## config.mk

```make
export PLATFORM = sky130hd
export DESIGN_NAME = rojo_evt_latch
export DESIGN_NICKNAME = d
export VERILOG_FILES = /design/src/rtl/rojo_evt_latch.sv
export SDC_FILE = /design/constraint.sdc
export NUM_CORES = 1
export LEC_CHECK = 0
export BUFFER_PORTS_ARGS = -buffer_cell sky130_fd_sc_hd__buf_2
export CAP_MARGIN = 10
export CORE_MARGIN = 1.5
export CORE_UTILIZATION = 50
export CTS_CLUSTER_DIAMETER = 80
export DETAILED_ROUTE_END_ITERATION = 16
export PLACE_DENSITY = 0.78
export SLEW_MARGIN = 20
export SYNTH_ARGS = -nofsm -noshare
export SYNTH_HDL_FRONTEND = slang
export SYNTH_SLANG_ARGS = --single-unit
```

## constraint.sdc

```tcl
create_clock -name clk -period 1.83 [get_ports clk]
set_input_delay 0.0915 -clock clk [delete_from_list [all_inputs] [get_ports clk]]
set_output_delay 0.0915 -clock clk [all_outputs]
set_load 0.05 [all_outputs]
```

## src/rtl/rojo_evt_latch.sv

```systemverilog
// Multi-channel sticky event latch with optional input synchroniser,
// edge/level detection, per-channel missed-event counters and a
// lowest-index interrupt encoder.
//
// Per-channel FSM:
//   state   | meaning
//   --------+----------------------------------------------------------
//   ST_IDLE | no event outstanding, o_pend bit low
//   ST_PEND | event captured and not yet acknowledged, o_pend bit high
module rojo_evt_latch #(
  parameter int NCH   = 4,
  parameter int CNT_W = 4,
  parameter int SYNC  = 1,
  localparam int IDW  = (NCH > 1) ? $clog2(NCH) : 1
) (
  input  logic                 clk,
  input  logic                 rstn,
  input  logic [NCH-1:0]       i_evt,
  input  logic [NCH-1:0]       i_mode,
  input  logic [NCH-1:0]       i_mask,
  input  logic [NCH-1:0]       i_ack,
  input  logic [NCH-1:0]       i_clr_missed,
  output logic [NCH-1:0]       o_pend,
  output logic                 o_irq,
  output logic [IDW-1:0]       o_evt_id,
  output logic                 o_evt_valid,
  output logic [NCH*CNT_W-1:0] o_missed
);

  typedef enum logic {
    ST_IDLE = 1'b0,
    ST_PEND = 1'b1
  } state_e;

  localparam logic [CNT_W-1:0] MISS_MAX = '1;

  logic [NCH-1:0] evt_s;
  logic [NCH-1:0] prev_q;
  logic [NCH-1:0] detect;
  logic [NCH-1:0] pend_en;
  logic [IDW-1:0] evt_id_d;

  // Optional two-flop synchroniser in front of the detectors.
  generate
    if (SYNC == 1) begin : g_sync
      logic [NCH-1:0] sync1_q;
      logic [NCH-1:0] sync2_q;

      // Two-stage resynchronisation of the raw event inputs.
      always_ff @(posedge clk or negedge rstn) begin
        if (!rstn) begin
          sync1_q <= '0;
          sync2_q <= '0;
        end else begin
          sync1_q <= i_evt;
          sync2_q <= sync1_q;
        end
      end

      assign evt_s = sync2_q;
    end else begin : g_nosync
      assign evt_s = i_evt;
    end
  endgenerate

  // Previous sampled value for rising-edge detection; cleared by reset so a
  // level already high at release is seen as an edge on the first clock.
  always_ff @(posedge clk or negedge rstn) begin
    if (!rstn) begin
      prev_q <= '0;
    end else begin
      prev_q <= evt_s;
    end
  end

  // Detect term: edge in mode 0, raw level in mode 1.
  always_comb begin
    detect = '0;
    for (int k = 0; k < NCH; k++) begin
      detect[k] = i_mode[k] ? evt_s[k] : (evt_s[k] & ~prev_q[k]);
    end
  end

  generate
    for (genvar k = 0; k < NCH; k++) begin : g_ch
      state_e           state_q, state_d;
      logic [CNT_W-1:0] miss_q, miss_d;
      logic             inc;

      // A fresh edge arriving while still pending and not being acked is a
      // lost event; an ack in the same cycle hands the new event over instead.
      assign inc = (state_q == ST_PEND) && detect[k] && !i_ack[k] && !i_mode[k];

      // Channel state register.
      always_ff @(posedge clk or negedge rstn) begin
        if (!rstn) begin
          state_q <= ST_IDLE;
        end else begin
          state_q <= state_d;
        end
      end

      // Next-state: capture on detect, release on ack only when no new detect.
      always_comb begin
        state_d = state_q;
        case (state_q)
          ST_IDLE: begin
            if (detect[k]) begin
              state_d = ST_PEND;
            end
          end
          ST_PEND: begin
            if (i_ack[k] && !detect[k]) begin
              state_d = ST_IDLE;
            end
          end
          default: state_d = ST_IDLE;
        endcase
      end

      // Missed counter register.
      always_ff @(posedge clk or negedge rstn) begin
        if (!rstn) begin
          miss_q <= '0;
        end else begin
          miss_q <= miss_d;
        end
      end

      // Saturating increment; a clear coinciding with an increment keeps that one event.
      always_comb begin
        miss_d = miss_q;
        if (i_clr_missed[k]) begin
          miss_d = inc ? CNT_W'(1) : '0;
        end else if (inc && (miss_q != MISS_MAX)) begin
          miss_d = miss_q + CNT_W'(1);
        end
      end

      assign o_pend[k]                    = (state_q == ST_PEND);
      assign o_missed[k*CNT_W +: CNT_W]   = miss_q;
    end
  endgenerate

  assign pend_en = o_pend & i_mask;

  // Lowest-index enabled pending channel; scanning downward lets the lowest win.
  always_comb begin
    evt_id_d = '0;
    for (int k = NCH - 1; k >= 0; k--) begin
      if (pend_en[k]) begin
        evt_id_d = IDW'(k);
      end
    end
  end

  assign o_irq       = |pend_en;
  assign o_evt_valid = o_irq;
  assign o_evt_id    = evt_id_d;

endmodule

```

==> results of run 1 <==
==> power by group through the flow <==
stage          sequential (mW)  clock [mW]  combinational [mW]
6_report                 0.757       0.408               0.216
2_1_floorplan            0.779           0               0.124
3_3_place_gp             0.769           0               0.192
4_1_cts                  0.758       0.429               0.218
5_1_grt                  0.763       0.457               0.232
3_5_place_dp             0.772           0               0.197
==> synthesized netlist by cell type (4+ instances only) <==
library cell / instances
dfrtp_1: 32
inv_1: 12
a21oi_1: 11
nor2_1: 10
nand3_1: 8
o21ai_1: 7
buf_4: 5
mux2i_1: 5
nor3b_2: 5
ha_1: 4
nor2b_1: 4
o21ai_0: 4
==> per-stage QoR <==
stage | instance area [um2] | total power, mW
2_1_floorplan | 1510 | 0.902
3_3_place_gp | 1730 | 0.961
3_5_place_dp | 1730 | 0.968
4_1_cts | 1920 | 1.40
5_1_grt | 1920 | 1.45
6_report | 1920 | 1.38
==> path summary, 6_finish.rpt <==
kind / end / from
min in group asynchronous: g_ch[1].miss_q[3] / rstn
max in group asynchronous: g_ch[2].state_q / rstn
worst min register to register: evt_s[2] / g_sync.sync1_q[2]
worst max register to register: g_ch[1].miss_q[1] / g_ch[1].miss_q[0]
worst max-delay path: o_evt_id[1] / g_ch[0].state_q
worst min-delay path: g_ch[0].state_q / i_mode[0]
==> layer usage <==
metal  up-vias  wire length (um)  part of all wire, %
met5         -                 0                    0
met4         0                31                  1.0
met3         4               127                  4.1
met2        29              1670                   54
met1       583              1240                   40
li1        595                 -                    -
==> cell usage in the layout, fill, tap and decap left out, types with 4 or more instances in the layout <==
| cell | count |
|---|---|
| buf_2 | 45 |
| dfrtp_1 | 32 |
| dlygate4sd3_1 | 13 |
| inv_1 | 12 |
| a21oi_1 | 11 |
| nor2_1 | 10 |
| nand3_1 | 8 |
| o21ai_1 | 7 |
| nor3b_2 | 5 |
| mux2i_1 | 5 |
| clkbuf_4 | 5 |
| o21ai_0 | 4 |
| nor2b_1 | 4 |
| ha_1 | 4 |
==> logic make-up after synthesis <==
kind of cell,Yosys count,share of synthesized area [%]
and+or+nand+nor,47,22.8
muxes,5,3.33
buffers and inverters,17,5.49
AOI/OAI and AO/OA,30,11.3
DFF,32,53.2
xor gates and xnor gates,1,0.582
adders and majority gates,4,3.33
==> flip-flops by register name (all words and copies together), names as in the netlist <==
register and cells:
prev_q 4, g_ch.state_q 4, g_sync.sync1_q 4, evt_s 4
g_ch.miss_q 16
==> final cells by class <==
type / instances / area, um2 / share of cell area (%)
clock buffer: 8 / 58.8 / 3.06
sequential: 32 / 801 / 41.7
timing repair buffer: 58 / 355 / 18.5
tap: 31 / 38.8 / 2.02
multi-input combinational: 87 / 622 / 32.4
inverter: 12 / 45.0 / 2.35
==> worst reg2reg max path, delay by kind of cell, from the launching register on <==
kind / cells / cell delay, ps
simple gates: 3 / 470
flops: 1 / 430
mux: 1 / 240
fa+ha+maj: 1 / 240
==> flow_summary.html, run 1 <==
<table>
<tr><th>Metric</th><th>Value</th></tr>
<tr><th colspan="2">Outcome</th></tr>
<tr><td>Status</td><td>complete, but fails checks</td></tr>
<tr><td>Violations in the final reports</td><td>design-rule violations</td></tr>
<tr><th colspan="2">Route</th></tr>
<tr><td>Count of routing violations after the opening detailed-route iteration</td><td>26</td></tr>
<tr><td>Vias per Instance</td><td>5.31</td></tr>
<tr><td>DRC violations left</td><td>2</td></tr>
<tr><td>Routed wire length per instance</td><td>13.5 um</td></tr>
<tr><td>Via count</td><td>1211</td></tr>
<tr><td>Antenna Violating Nets Remaining</td><td>0</td></tr>
<tr><td>Routed wire length</td><td>3080 um</td></tr>
<tr><td>First drt pass iteration count</td><td>11</td></tr>
<tr><th colspan="2">Yosys</th></tr>
<tr><td>Number of distinct library cells after synthesis</td><td>27</td></tr>
<tr><td>Top flip-flop cell by instance count after synthesis</td><td>dfrtp_1</td></tr>
<tr><td>Post-synth top area cell</td><td>dfrtp_1</td></tr>
<tr><td>Cell area after technology mapping</td><td>1510 um2</td></tr>
<tr><td>Sequential-to-total area share from yosys stat</td><td>53.2%</td></tr>
<tr><td>Post-Synthesis Mean Instance Area</td><td>11.1 um2</td></tr>
<tr><td>Fraction of registers with async set or reset after synthesis</td><td>100%</td></tr>
<tr><td>Seq cells post-synth</td><td>32</td></tr>
<tr><td>Net count of the mapped netlist</td><td>162</td></tr>
<tr><td>Top-area cell type share of the netlist area</td><td>53.2%</td></tr>
<tr><td>Biggest area contributors in the synthesized netlist</td><td>dfrtp_1, nor3b_2, a21oi_1</td></tr>
<tr><td>Warnings from Yosys</td><td>0</td></tr>
<tr><td>Number of flops mapped to enable cells by yosys</td><td>0</td></tr>
<tr><td>Cell count after synthesis</td><td>136</td></tr>
<tr><th colspan="2">Place</th></tr>
<tr><td>Post-Place Setup Slack</td><td>358 ps</td></tr>
<tr><td>Final weighted congestion in routability-driven placement</td><td>0.875</td></tr>
<tr><td>HPWL after detailed placement</td><td>2270 um</td></tr>
<tr><td>I/O Buffers</td><td>45</td></tr>
<tr><td>Number of placed instances with taps included</td><td>207</td></tr>
<tr><th colspan="2">Critical path</th></tr>
<tr><td>Number of buffer and inverter instances along the worst setup path</td><td>1</td></tr>
<tr><td>Crit path launch type</td><td>flop</td></tr>
<tr><td>Number of cells on the worst reg-to-reg path</td><td>5</td></tr>
<tr><td>Minimum setup slack among reg-to-reg paths</td><td>350 ps</td></tr>
<tr><td>Endpoint class of the critical path</td><td>output port</td></tr>
<tr><td>CP required</td><td>1740 ps</td></tr>
<tr><td>Path length in cells of the critical path</td><td>3</td></tr>
<tr><td>Largest stage delay on the critical path</td><td>450 ps</td></tr>
<tr><td>Kind of cell adding the most delay to the critical path</td><td>flip-flops</td></tr>
<tr><td>Highest fanout seen on the critical path</td><td>5</td></tr>
<tr><td>Arrival time reported for the critical path endpoint</td><td>1420 ps</td></tr>
<tr><td>Crit-path cells</td><td>a22oi_1 &gt; nor2b_1 &gt; buf_2</td></tr>
<tr><td>Critical Path Slowest Stage Cell</td><td>dfrtp_1</td></tr>
<tr><td>Category of the most critical setup path</td><td>reg -&gt; out</td></tr>
<tr><th colspan="2">GRT</th></tr>
<tr><td>Overall overflow remaining after global route</td><td>0</td></tr>
<tr><td>Met1 track demand over resource in global routing</td><td>22.3%</td></tr>
<tr><td>Maximum number of pins on one net before global-route repair</td><td>33</td></tr>
<tr><td>Number of global-route vias before repair</td><td>1207</td></tr>
<tr><td>Number of antenna violations at the first check in global routing</td><td>0</td></tr>
<tr><td>Global-route wire length before repair</td><td>5090 um</td></tr>
<tr><td>GRT met3 Usage</td><td>7.37%</td></tr>
<tr><td>Met2 Track Usage GR</td><td>36.4%</td></tr>
<tr><td>Overall track demand over capacity in global routing</td><td>20.5%</td></tr>
<tr><td>Highest-utilization routing layer at the global route stage</td><td>met2</td></tr>
<tr><th colspan="2">Timing</th></tr>
<tr><td>Post-route clock skew</td><td>8.01 ps</td></tr>
<tr><td>Crit share post-route</td><td>82.7%</td></tr>
<tr><td>Setup violations, final</td><td>0</td></tr>
<tr><td>Slack of the critical path</td><td>317 ps</td></tr>
<tr><td>Max transition margin</td><td>55.7%</td></tr>
<tr><td>Achievable clock frequency</td><td>661 MHz</td></tr>
<tr><td>Slew at the pin with the worst max-slew slack</td><td>664 ps</td></tr>
<tr><td>Hold Violations, Final</td><td>0</td></tr>
<tr><td>Worst hold slack</td><td>39.9 ps</td></tr>
<tr><td>Setup TNS</td><td>0 ps</td></tr>
<tr><td>Min Tclk post-route</td><td>1510 ps</td></tr>
<tr><td>Count of final max-slew check failures</td><td>0</td></tr>
<tr><td>RSZ-0062 raised after global routing</td><td>no</td></tr>
<tr><th colspan="2">Pwr</th></tr>
<tr><td>Pwr/cell area</td><td>719 nW/um2</td></tr>
<tr><td>Part of the power in the clock network</td><td>29.5%</td></tr>
<tr><td>Combinational group share of total power</td><td>15.7%</td></tr>
<tr><td>Net switching power of the design</td><td>0.387 mW</td></tr>
<tr><td>Seq pwr share</td><td>54.8%</td></tr>
<tr><td>Worst IR Drop VDD</td><td>0.000556 V</td></tr>
<tr><td>Switching part of the total</td><td>28.0%</td></tr>
<tr><td>Internal Dissipation</td><td>0.995 mW</td></tr>
<tr><td>Total leakage power</td><td>0.950 nW</td></tr>
<tr><th colspan="2">Cells and area</th></tr>
<tr><td>Fraction of final layout cells sized beyond drive strength 1</td><td>29.4%</td></tr>
<tr><td>Layout fillers</td><td>228</td></tr>
<tr><td>Final Net Count</td><td>222</td></tr>
<tr><td>Filler-free cell count of the finished design</td><td>228</td></tr>
<tr><td>Antenna Cells</td><td>0</td></tr>
<tr><td>Final design utilization</td><td>68.5%</td></tr>
<tr><td>Area overhead of the layout relative to synthesis</td><td>27.6%</td></tr>
<tr><th colspan="2">Clocking</th></tr>
<tr><td>Number of buffers created by CTS</td><td>5</td></tr>
<tr><td>Clk root buf</td><td>clkbuf_4</td></tr>
<tr><td>H-Tree Depth</td><td>2</td></tr>
<tr><td>TritonCTS clock tree</td><td>yes</td></tr>
<tr><td>Clk Latency, worst-skew pair</td><td>320 ps</td></tr>
<tr><td>Number of clock sinks</td><td>32</td></tr>
<tr><td>Max Root-Sink Buffers</td><td>2</td></tr>
<tr><td>Hold buffer count at cts</td><td>13</td></tr>
<tr><td>Clock edge transition at the registers on the reported setup and hold paths</td><td>90 ps</td></tr>
<tr><td>Number of buffers inserted to repair setup after CTS</td><td>0</td></tr>
<tr><td>Post-cts repair resize count</td><td>0</td></tr>
<tr><th colspan="2">Floorplan</th></tr>
<tr><td>Die H</td><td>57.9 um</td></tr>
<tr><td>Floorplan Core Area</td><td>2810 um2</td></tr>
<tr><td>Die width</td><td>57.9 um</td></tr>
<tr><td>Initial cell density of the core</td><td>53.7%</td></tr>
<tr><td>Die area</td><td>3350 um2</td></tr>
<tr><td>FP Rows</td><td>19</td></tr>
<tr><td>Count of pins on the block boundary</td><td>46</td></tr>
<tr><th colspan="2">Hold path</th></tr>
<tr><td>Hold Path Class</td><td>in -&gt; reg</td></tr>
<tr><td>Count of cells along the worst hold path</td><td>3</td></tr>
<tr><th colspan="2">Flow run</th></tr>
<tr><td>Max-cap violations</td><td>0</td></tr>
</table>
No activity file was read; power rests on OpenSTA's default activity.
==> run 2, diff against run 1 <==
--- a/config.mk
+++ b/config.mk
@@ -5,10 +5,11 @@
 export SDC_FILE = /design/constraint.sdc
 export NUM_CORES = 1
 export LEC_CHECK = 0
+export ABC_AREA = 1
 export BUFFER_PORTS_ARGS = -buffer_cell sky130_fd_sc_hd__buf_2
 export CAP_MARGIN = 10
 export CORE_MARGIN = 1.5
-export CORE_UTILIZATION = 50
+export CORE_UTILIZATION = 51
 export CTS_CLUSTER_DIAMETER = 80
 export DETAILED_ROUTE_END_ITERATION = 16
 export PLACE_DENSITY = 0.78
==> constraint.sdc (replaced) <==
create_clock -name clk -period 1.5 [get_ports clk]
set_input_delay 0.075 -clock clk [delete_from_list [all_inputs] [get_ports clk]]
set_output_delay 0.075 -clock clk [all_outputs]
set_load 0.05 [all_outputs]
==> run 2 against run 1 <==
The run now ends clean; sequential cell count did not move; register-to-register slack got worse by 140 ps; clock power grew 60%; critical path type unchanged; largest cell class unchanged.
==> flow_summary.html, run 2 <==
<table>
<tr><th>Metric</th><th>Value</th></tr>
<tr><th colspan="2">Timing</th></tr>
<tr><td>Min Tclk post-route</td><td>1410 ps</td></tr>
<tr><td>Count of final max-slew check failures</td><td>0 (unchanged)</td></tr>
<tr><td>Setup violations, final</td><td>0 (unchanged)</td></tr>
<tr><td>Slew at the pin with the worst max-slew slack</td><td>526 ps (was 664 ps)</td></tr>
<tr><td>Hold Violations, Final</td><td>0 (unchanged)</td></tr>
<tr><td>Achievable clock frequency</td><td>711 MHz</td></tr>
<tr><td>RSZ-0062 raised after global routing</td><td>no (unchanged)</td></tr>
<tr><td>Post-route clock skew</td><td>6.34 ps (was 8.01 ps)</td></tr>
<tr><td>Max transition margin</td><td>64.9% (was 55.7%)</td></tr>
<tr><td>Setup TNS</td><td>0 ps (unchanged)</td></tr>
<tr><td>Crit share post-route</td><td>93.8%</td></tr>
<tr><th colspan="2">Clocking</th></tr>
<tr><td>H-Tree Depth</td><td>2 (unchanged)</td></tr>
<tr><td>Max Root-Sink Buffers</td><td>2 (unchanged)</td></tr>
<tr><td>Clock edge transition at the registers on the reported setup and hold paths</td><td>100 ps (was 90 ps)</td></tr>
<tr><td>Number of buffers inserted to repair setup after CTS</td><td>0 (unchanged)</td></tr>
<tr><td>Number of buffers created by CTS</td><td>5 (unchanged)</td></tr>
<tr><td>TritonCTS clock tree</td><td>yes (unchanged)</td></tr>
<tr><td>Number of clock sinks</td><td>32 (unchanged)</td></tr>
<tr><td>Clk root buf</td><td>clkbuf_4 (unchanged)</td></tr>
<tr><td>Clk Latency, worst-skew pair</td><td>330 ps (was 320 ps)</td></tr>
<tr><th colspan="2">Floorplan</th></tr>
<tr><td>Count of pins on the block boundary</td><td>46 (unchanged)</td></tr>
<tr><td>Die width</td><td>59.5 um (was 57.9 um)</td></tr>
<tr><td>Die area</td><td>3540 um2 (was 3350 um2)</td></tr>
<tr><td>Die H</td><td>59.5 um (was 57.9 um)</td></tr>
<tr><td>Initial cell density of the core</td><td>53.3% (was 53.7%)</td></tr>
<tr><td>Floorplan Core Area</td><td>3050 um2 (was 2810 um2)</td></tr>
<tr><td>FP Rows</td><td>20 (was 19)</td></tr>
<tr><th colspan="2">Cells and area</th></tr>
<tr><td>Final Net Count</td><td>280 (was 222)</td></tr>
<tr><td>Max FFs per register</td><td>16 (unchanged)</td></tr>
<tr><td>Commonest non-fill, non-tap cell in the layout</td><td>nand2_1 (was buf_2)</td></tr>
<tr><td>Final design utilization</td><td>67.5% (was 68.5%)</td></tr>
<tr><td>Most frequent cells in the layout</td><td>nand2_1, buf_2, dfrtp_1 (was buf_2, dfrtp_1, dlygate4sd3_1)</td></tr>
<tr><td>Fraction of final layout cells sized beyond drive strength 1</td><td>30.6% (was 29.4%)</td></tr>
<tr><td>Layout fillers</td><td>287 (was 228)</td></tr>
<tr><td>Area taken by flip-flops and latches</td><td>805 um2 (was 801 um2)</td></tr>
<tr><td>Largest Register</td><td>g_ch.miss_q (unchanged)</td></tr>
<tr><td>Area overhead of the layout relative to synthesis</td><td>26.7% (was 27.6%)</td></tr>
<tr><td>Antenna Cells</td><td>0 (unchanged)</td></tr>
<tr><td>Area taken by multi-input logic gates</td><td>671 um2 (was 622 um2)</td></tr>
<tr><th colspan="2">Pwr</th></tr>
<tr><td>Switching part of the total</td><td>30.2% (was 28.0%)</td></tr>
<tr><td>Pwr/cell area</td><td>948 nW/um2 (was 719 nW/um2)</td></tr>
<tr><td>Total leakage power</td><td>1.16 nW (was 0.950 nW)</td></tr>
<tr><td>Combinational group share of total power</td><td>18.6% (was 15.7%)</td></tr>
<tr><td>Seq pwr share</td><td>48.1% (was 54.8%)</td></tr>
<tr><td>Internal Dissipation</td><td>1.36 mW (was 0.995 mW)</td></tr>
<tr><td>Part of the power in the clock network</td><td>33.3% (was 29.5%)</td></tr>
<tr><td>Net switching power of the design</td><td>0.591 mW (was 0.387 mW)</td></tr>
<tr><td>Worst IR Drop VDD</td><td>0.000641 V (was 0.000556 V)</td></tr>
<tr><th colspan="2">Yosys</th></tr>
<tr><td>Warnings from Yosys</td><td>0 (unchanged)</td></tr>
<tr><td>Top flip-flop cell by instance count after synthesis</td><td>dfrtp_1 (unchanged)</td></tr>
<tr><td>Count leader, synth</td><td>nand2_1 (was dfrtp_1)</td></tr>
<tr><td>Biggest area contributors in the synthesized netlist</td><td>dfrtp_1, nand2_1, nand3_1 (was dfrtp_1, nor3b_2, a21oi_1)</td></tr>
<tr><td>Number of distinct library cells after synthesis</td><td>23 (was 27)</td></tr>
<tr><td>Seq cells post-synth</td><td>32 (unchanged)</td></tr>
<tr><td>Cell count after synthesis</td><td>196 (was 136)</td></tr>
<tr><td>Cell area after technology mapping</td><td>1630 um2 (was 1510 um2)</td></tr>
<tr><td>Net count of the mapped netlist</td><td>222 (was 162)</td></tr>
<tr><td>Fraction of registers with async set or reset after synthesis</td><td>100% (unchanged)</td></tr>
<tr><td>Post-synth top area cell</td><td>dfrtp_1 (unchanged)</td></tr>
<tr><td>Top-area cell type share of the netlist area</td><td>49.2% (was 53.2%)</td></tr>
<tr><td>Top cell types by occurrence after synthesis</td><td>nand2_1, dfrtp_1, nand3_1 (was dfrtp_1, inv_1, a21oi_1)</td></tr>
<tr><td>Number of flops mapped to enable cells by yosys</td><td>0 (unchanged)</td></tr>
<tr><td>Post-Synthesis Mean Instance Area</td><td>8.31 um2 (was 11.1 um2)</td></tr>
<tr><td>Sequential-to-total area share from yosys stat</td><td>49.2% (was 53.2%)</td></tr>
<tr><th colspan="2">Flow run</th></tr>
<tr><td>Max-cap violations</td><td>0 (unchanged)</td></tr>
<tr><th colspan="2">GRT</th></tr>
<tr><td>Number of global-route vias before repair</td><td>1279 (was 1207)</td></tr>
<tr><td>Overall track demand over capacity in global routing</td><td>19.7% (was 20.5%)</td></tr>
<tr><td>Maximum number of pins on one net before global-route repair</td><td>26 (was 33)</td></tr>
<tr><td>Overall overflow remaining after global route</td><td>0 (unchanged)</td></tr>
<tr><td>Global-route wire length before repair</td><td>5130 um (was 5090 um)</td></tr>
<tr><td>Number of antenna violations at the first check in global routing</td><td>0 (unchanged)</td></tr>
<tr><th colspan="2">Critical path</th></tr>
<tr><td>Reg-to-reg startpoint</td><td>g_ch[0].miss_q[0] (was g_ch[1].miss_q[0])</td></tr>
<tr><td>Minimum setup slack among reg-to-reg paths</td><td>210 ps (was 350 ps)</td></tr>
<tr><td>Endpoint of the worst-slack reg-to-reg timing path</td><td>g_ch[0].miss_q[2] (was g_ch[1].miss_q[1])</td></tr>
<tr><td>Category of the most critical setup path</td><td>reg -&gt; out (unchanged)</td></tr>
<tr><td>Highest fanout seen on the critical path</td><td>3 (was 5)</td></tr>
<tr><td>Endpoint class of the critical path</td><td>output port (unchanged)</td></tr>
<tr><td>Number of cells on the worst reg-to-reg path</td><td>8 (was 5)</td></tr>
<tr><td>CP required</td><td>1420 ps (was 1740 ps)</td></tr>
<tr><td>Arrival time reported for the critical path endpoint</td><td>1330 ps (was 1420 ps)</td></tr>
<tr><td>Crit path launch type</td><td>flop (unchanged)</td></tr>
<tr><td>Critical path launch point</td><td>g_ch[3].state_q (was g_ch[0].state_q)</td></tr>
<tr><th colspan="2">Outcome</th></tr>
<tr><td>Status</td><td>finished, final reports clean (was complete, but fails checks)</td></tr>
<tr><th colspan="2">Route</th></tr>
<tr><td>Routed wire length per instance</td><td>10.6 um (was 13.5 um)</td></tr>
<tr><td>Via count</td><td>1413 (was 1211)</td></tr>
<tr><td>Routed wire length</td><td>3180 um (was 3080 um)</td></tr>
<tr><td>DRC violations left</td><td>0 (was 2)</td></tr>
<tr><td>Count of routing violations after the opening detailed-route iteration</td><td>65 (was 26)</td></tr>
<tr><td>Vias per Instance</td><td>4.73 (was 5.31)</td></tr>
<tr><td>First drt pass iteration count</td><td>4 (was 11)</td></tr>
<tr><td>Antenna Violating Nets Remaining</td><td>0 (unchanged)</td></tr>
<tr><th colspan="2">Place</th></tr>
<tr><td>HPWL after detailed placement</td><td>2370 um (was 2270 um)</td></tr>
<tr><td>I/O Buffers</td><td>45 (unchanged)</td></tr>
<tr><td>Final weighted congestion in routability-driven placement</td><td>0.855 (was 0.875)</td></tr>
<tr><th colspan="2">Hold path</th></tr>
<tr><td>Endpoint with the worst hold slack</td><td>g_ch[2].state_q (was g_ch[0].state_q)</td></tr>
<tr><td>Hold Path Class</td><td>in -&gt; reg (unchanged)</td></tr>
<tr><td>Count of cells along the worst hold path</td><td>4 (was 3)</td></tr>
<tr><td>Hold Startpoint</td><td>i_ack[2] (was i_mode[0])</td></tr>
</table>
==> run 2: worst max path at each step <==
stage	to	cells past startpoint
global placement	g_ch[0].miss_q[2]	7
floorplan	g_ch[1].miss_q[2]	8
finish	o_evt_id[0]	4
global route	o_evt_valid	5
CTS	o_evt_id[0]	4
detailed placement	g_ch[0].miss_q[1]	7
==> run 2: repair_timing <==
action / CTS / global route
resized for setup: 0 / 1
endpoints found under the setup margin: 0 / 1
hold buffers: 9 / 0
endpoints found under the hold margin: 31 / 0
==> run 2: power groups by stage <==
| stage | Sequential [mW] | Clock (mW) | Combinational (mW) |
|---|---|---|---|
| floorplan | 1.00 | 0 | 0.203 |
| global placement | 0.955 | 0 | 0.342 |
| detailed placement | 0.958 | 0 | 0.345 |
| CTS | 0.941 | 0.673 | 0.364 |
| global route | 0.949 | 0.716 | 0.391 |
| finish | 0.940 | 0.652 | 0.363 |
==> run 2: area by class of cell <==
cell class	instances	share of cell area [%]
clock inverter	3	2.06
clock buffer	5	1.82
sequential	32	39.0
timing repair buffer	56	16.1
multi-input combinational	131	32.5
tap	44	2.67
inverter	28	5.76
==> run 2: logic make-up (layout without fill, tap and decap cells) <==
family	Yosys count	count (layout)	synth area share [%]
compound gates	10	10	4.69
simple gates	117	117	33.4
flops	32	32	49.2
fa+ha+maj	4	4	3.07
buf+inv	33	92	9.61
==> run 2: layer usage <==
metal  global-route usage [%]  vias up  share of wire (%)
met5                        0        -                  0
met4                     7.30        0                1.6
met3                     6.99        7                4.7
met2                     33.9       29                 51
met1                     22.3      640                 42
li1                         -      737                  -
==> run 2: critical path, cell delays in order (launching register included) <==
cell,delay [ps]
dfrtp_1,380
nand2_1,100
o21bai_1,160
a21boi_1,120
clkbuf_4,240
==> run 2: stage by stage <==
stage               power, mW  hold slack [ps]  instance area [um2]  setup slack (ps)  instances
floorplan                1.21             -221                 1630              10.9        196
global placement         1.30             92.2                 1890               298        282
global route             2.06             14.8                 2060              12.5        299
CTS                      1.98             3.18                 2060              52.7        299
finish                   1.95             8.66                 2060              92.8        299
detailed placement       1.30             89.9                 1890               234        282
==> run 3, diff against run 2 <==
==> constraint.sdc (replaced) <==
create_clock -name clk -period 1.55 [get_ports clk]
set_input_delay 0.0775 -clock clk [delete_from_list [all_inputs] [get_ports clk]]
set_output_delay 0.0775 -clock clk [all_outputs]
set_load 0.05 [all_outputs]
==> run 3 against run 2 <==
Sequential share of layout area up 1.0 points; die area is the same; sequential power decreased by 3.3%; sequential cell count unchanged; critical endpoint unchanged; largest cell class unchanged.
==> flow_summary.html, run 3 (synthesis gave the netlist of run 2 again) <==
<table>
<tr><th>Metric</th><th>Value</th></tr>
<tr><th colspan="2">Critical path</th></tr>
<tr><td>CP required</td><td>1470 ps (was 1420 ps)</td></tr>
<tr><td>Largest stage delay on the critical path</td><td>390 ps (was 380 ps)</td></tr>
<tr><td>Highest fanout seen on the critical path</td><td>3 (unchanged)</td></tr>
<tr><td>Category of the most critical setup path</td><td>reg -&gt; out (unchanged)</td></tr>
<tr><td>Arrival time reported for the critical path endpoint</td><td>1320 ps (was 1330 ps)</td></tr>
<tr><td>Critical path launch point</td><td>g_ch[3].state_q (unchanged)</td></tr>
<tr><td>Crit-path cells</td><td>nand2_1 &gt; o21bai_1 &gt; a21boi_1 &gt; buf_2 (was nand2_1 &gt; o21bai_1 &gt; a21boi_1 &gt; clkbuf_4)</td></tr>
<tr><td>Critical Path Slowest Stage Cell</td><td>dfrtp_1 (unchanged)</td></tr>
<tr><td>Crit path launch type</td><td>flop (unchanged)</td></tr>
<tr><td>Reg-to-reg startpoint</td><td>g_ch[0].miss_q[0] (unchanged)</td></tr>
<tr><td>Endpoint class of the critical path</td><td>output port (unchanged)</td></tr>
<tr><th colspan="2">Pwr</th></tr>
<tr><td>Worst IR Drop VDD</td><td>0.000573 V (was 0.000641 V)</td></tr>
<tr><td>Total power</td><td>1.74 mW (was 1.95 mW)</td></tr>
<tr><td>Total leakage power</td><td>1.13 nW (was 1.16 nW)</td></tr>
<tr><td>Pwr/cell area</td><td>870 nW/um2 (was 948 nW/um2)</td></tr>
<tr><th colspan="2">Clocking</th></tr>
<tr><td>Number of buffers created by CTS</td><td>5 (unchanged)</td></tr>
<tr><td>Clock edge transition at the registers on the reported setup and hold paths</td><td>90 ps (was 100 ps)</td></tr>
<tr><td>H-Tree Depth</td><td>2 (unchanged)</td></tr>
<tr><td>Post-cts repair resize count</td><td>0 (unchanged)</td></tr>
<tr><td>TritonCTS clock tree</td><td>yes (unchanged)</td></tr>
<tr><td>Clk root buf</td><td>clkbuf_4 (unchanged)</td></tr>
<tr><td>Clk Latency, worst-skew pair</td><td>320 ps (was 330 ps)</td></tr>
<tr><td>Max Root-Sink Buffers</td><td>2 (unchanged)</td></tr>
<tr><td>Number of clock sinks</td><td>32 (unchanged)</td></tr>
<tr><th colspan="2">Cells and area</th></tr>
<tr><td>Area taken by multi-input logic gates</td><td>671 um2 (unchanged)</td></tr>
<tr><td>Most frequent cells in the layout</td><td>nand2_1, buf_2, dfrtp_1 (unchanged)</td></tr>
<tr><td>Final Net Count</td><td>276 (was 280)</td></tr>
<tr><td>Largest Register</td><td>g_ch.miss_q (unchanged)</td></tr>
<tr><td>Commonest non-fill, non-tap cell in the layout</td><td>nand2_1 (unchanged)</td></tr>
<tr><td>Area overhead of the layout relative to synthesis</td><td>22.8% (was 26.7%)</td></tr>
<tr><td>Layout fillers</td><td>270 (was 287)</td></tr>
<tr><td>Area taken by flip-flops and latches</td><td>801 um2 (was 805 um2)</td></tr>
<tr><td>Max FFs per register</td><td>16 (unchanged)</td></tr>
<tr><td>Fraction of final layout cells sized beyond drive strength 1</td><td>28.3% (was 30.6%)</td></tr>
<tr><td>Antenna Cells</td><td>0 (unchanged)</td></tr>
<tr><th colspan="2">Outcome</th></tr>
<tr><td>Status</td><td>finished, final reports clean (unchanged)</td></tr>
<tr><th colspan="2">Timing</th></tr>
<tr><td>Max transition margin</td><td>54.9% (was 64.9%)</td></tr>
<tr><td>Setup violations, final</td><td>0 (unchanged)</td></tr>
<tr><td>Min Tclk post-route</td><td>1400 ps</td></tr>
<tr><td>RSZ-0062 raised after global routing</td><td>no (unchanged)</td></tr>
<tr><td>Post-route clock skew</td><td>8.16 ps (was 6.34 ps)</td></tr>
<tr><td>Hold Violations, Final</td><td>0 (unchanged)</td></tr>
<tr><td>Count of final max-slew check failures</td><td>0 (unchanged)</td></tr>
<tr><td>Achievable clock frequency</td><td>715 MHz</td></tr>
<tr><td>Crit share post-route</td><td>90.3%</td></tr>
<tr><td>Slew at the pin with the worst max-slew slack</td><td>676 ps (was 526 ps)</td></tr>
<tr><td>Setup TNS</td><td>0 ps (unchanged)</td></tr>
<tr><th colspan="2">Route</th></tr>
<tr><td>First drt pass iteration count</td><td>4 (unchanged)</td></tr>
<tr><td>Routed wire length</td><td>3030 um (was 3180 um)</td></tr>
<tr><td>Vias per Instance</td><td>4.83 (was 4.73)</td></tr>
<tr><td>Count of routing violations after the opening detailed-route iteration</td><td>78 (was 65)</td></tr>
<tr><td>Antenna Violating Nets Remaining</td><td>0 (unchanged)</td></tr>
<tr><td>Via count</td><td>1426 (was 1413)</td></tr>
<tr><td>Routed wire length per instance</td><td>10.3 um (was 10.6 um)</td></tr>
<tr><td>DRC violations left</td><td>0 (unchanged)</td></tr>
<tr><th colspan="2">GRT</th></tr>
<tr><td>Overall overflow remaining after global route</td><td>0 (unchanged)</td></tr>
<tr><td>Global-route wire length before repair</td><td>4970 um (was 5130 um)</td></tr>
<tr><td>Number of global-route vias before repair</td><td>1260 (was 1279)</td></tr>
<tr><td>Number of antenna violations at the first check in global routing</td><td>0 (unchanged)</td></tr>
<tr><td>Overall track demand over capacity in global routing</td><td>19.1% (was 19.7%)</td></tr>
<tr><td>Maximum number of pins on one net before global-route repair</td><td>33 (was 26)</td></tr>
<tr><th colspan="2">Floorplan</th></tr>
<tr><td>FP Rows</td><td>20 (unchanged)</td></tr>
<tr><td>Die area</td><td>3540 um2 (unchanged)</td></tr>
<tr><td>Die width</td><td>59.5 um (unchanged)</td></tr>
<tr><td>Initial cell density of the core</td><td>53.3% (unchanged)</td></tr>
<tr><td>Die H</td><td>59.5 um (unchanged)</td></tr>
<tr><td>Floorplan Core Area</td><td>3050 um2 (unchanged)</td></tr>
<tr><td>Count of pins on the block boundary</td><td>46 (unchanged)</td></tr>
<tr><th colspan="2">Place</th></tr>
<tr><td>HPWL after detailed placement</td><td>2200 um (was 2370 um)</td></tr>
<tr><td>I/O Buffers</td><td>45 (unchanged)</td></tr>
<tr><td>Final weighted congestion in routability-driven placement</td><td>0.824 (was 0.855)</td></tr>
<tr><th colspan="2">Hold path</th></tr>
<tr><td>Hold Path Class</td><td>in -&gt; reg (unchanged)</td></tr>
<tr><td>Hold Startpoint</td><td>i_mode[2] (was i_ack[2])</td></tr>
<tr><th colspan="2">Flow run</th></tr>
<tr><td>Max-cap violations</td><td>0 (unchanged)</td></tr>
</table>
[run 3: worst paths after layout]
check | cells after the start | slack, ps | endpoint
max | 4 | 150 | o_evt_id[0]
min | 3 | 20 | g_ch[2].state_q
max reg2reg | 8 | 260 | g_ch[0].miss_q[0]
min reg2reg | 0 | 350 | evt_s[0]
max in group asynchronous | 2 | 760 | g_ch[2].miss_q[1]
min in group asynchronous | 2 | 350 | g_ch[0].miss_q[0]
[run 3: layout make-up]
| cell class | instances | share of cell area (%) |
|---|---|---|
| multi-input cells | 131 | 33.5 |
| clock buffers | 8 | 2.94 |
| well taps | 44 | 2.75 |
| repair buffers | 52 | 14.8 |
| flip-flops and latches | 32 | 40.1 |
| inverters | 28 | 5.94 |
[run 3: metrics by stage]
stage | util [%] | area, um2 | setup slack [ps] | hold WS (ps) | std cells
finish | 65.5 | 2000 | 150 | 17.7 | 295
global placement | 61.3 | 1870 | 340 | 170 | 280
floorplan | - | 1630 | 49.7 | -218 | 196
global route | 65.5 | 2000 | 59.0 | 22.0 | 295
detailed placement | 61.3 | 1870 | 273 | 167 | 280
CTS | 65.5 | 2000 | 128 | 6.49 | 295
[run 3: what timing repair did]
item                                   4_1_cts  5_1_grt
endpoints found under the hold margin       38        0
hold buffers                                 7        0
buffers inserted                             0        0
[run 3: critical path: cells and delay by family, from the launching register on]
kind / cells / cell delay (ps)
AOI/OAI and AO/OA: 2 / 270
DFF: 1 / 390
and+or+nand+nor: 1 / 70
buffers and inverters: 1 / 270
[run 3: report_power, final]
| group | total (mW) | internal (mW) | switching (mW) |
|---|---|---|---|
| combinational | 0.341 | 0.101 | 0.240 |
| sequential | 0.909 | 0.874 | 0.0355 |
| clock | 0.489 | 0.224 | 0.265 |
| total | 1.74 | 1.20 | 0.540 |
[run 3: layer usage]
metal	track usage, %	part of all wire, %	vias up	wire length (um)
met5	0	0	-	0
met4	10.8	2.4	0	74
met3	4.80	5.0	9	153
met2	31.6	48	45	1470
met1	22.6	44	636	1340
li1	-	-	736	-
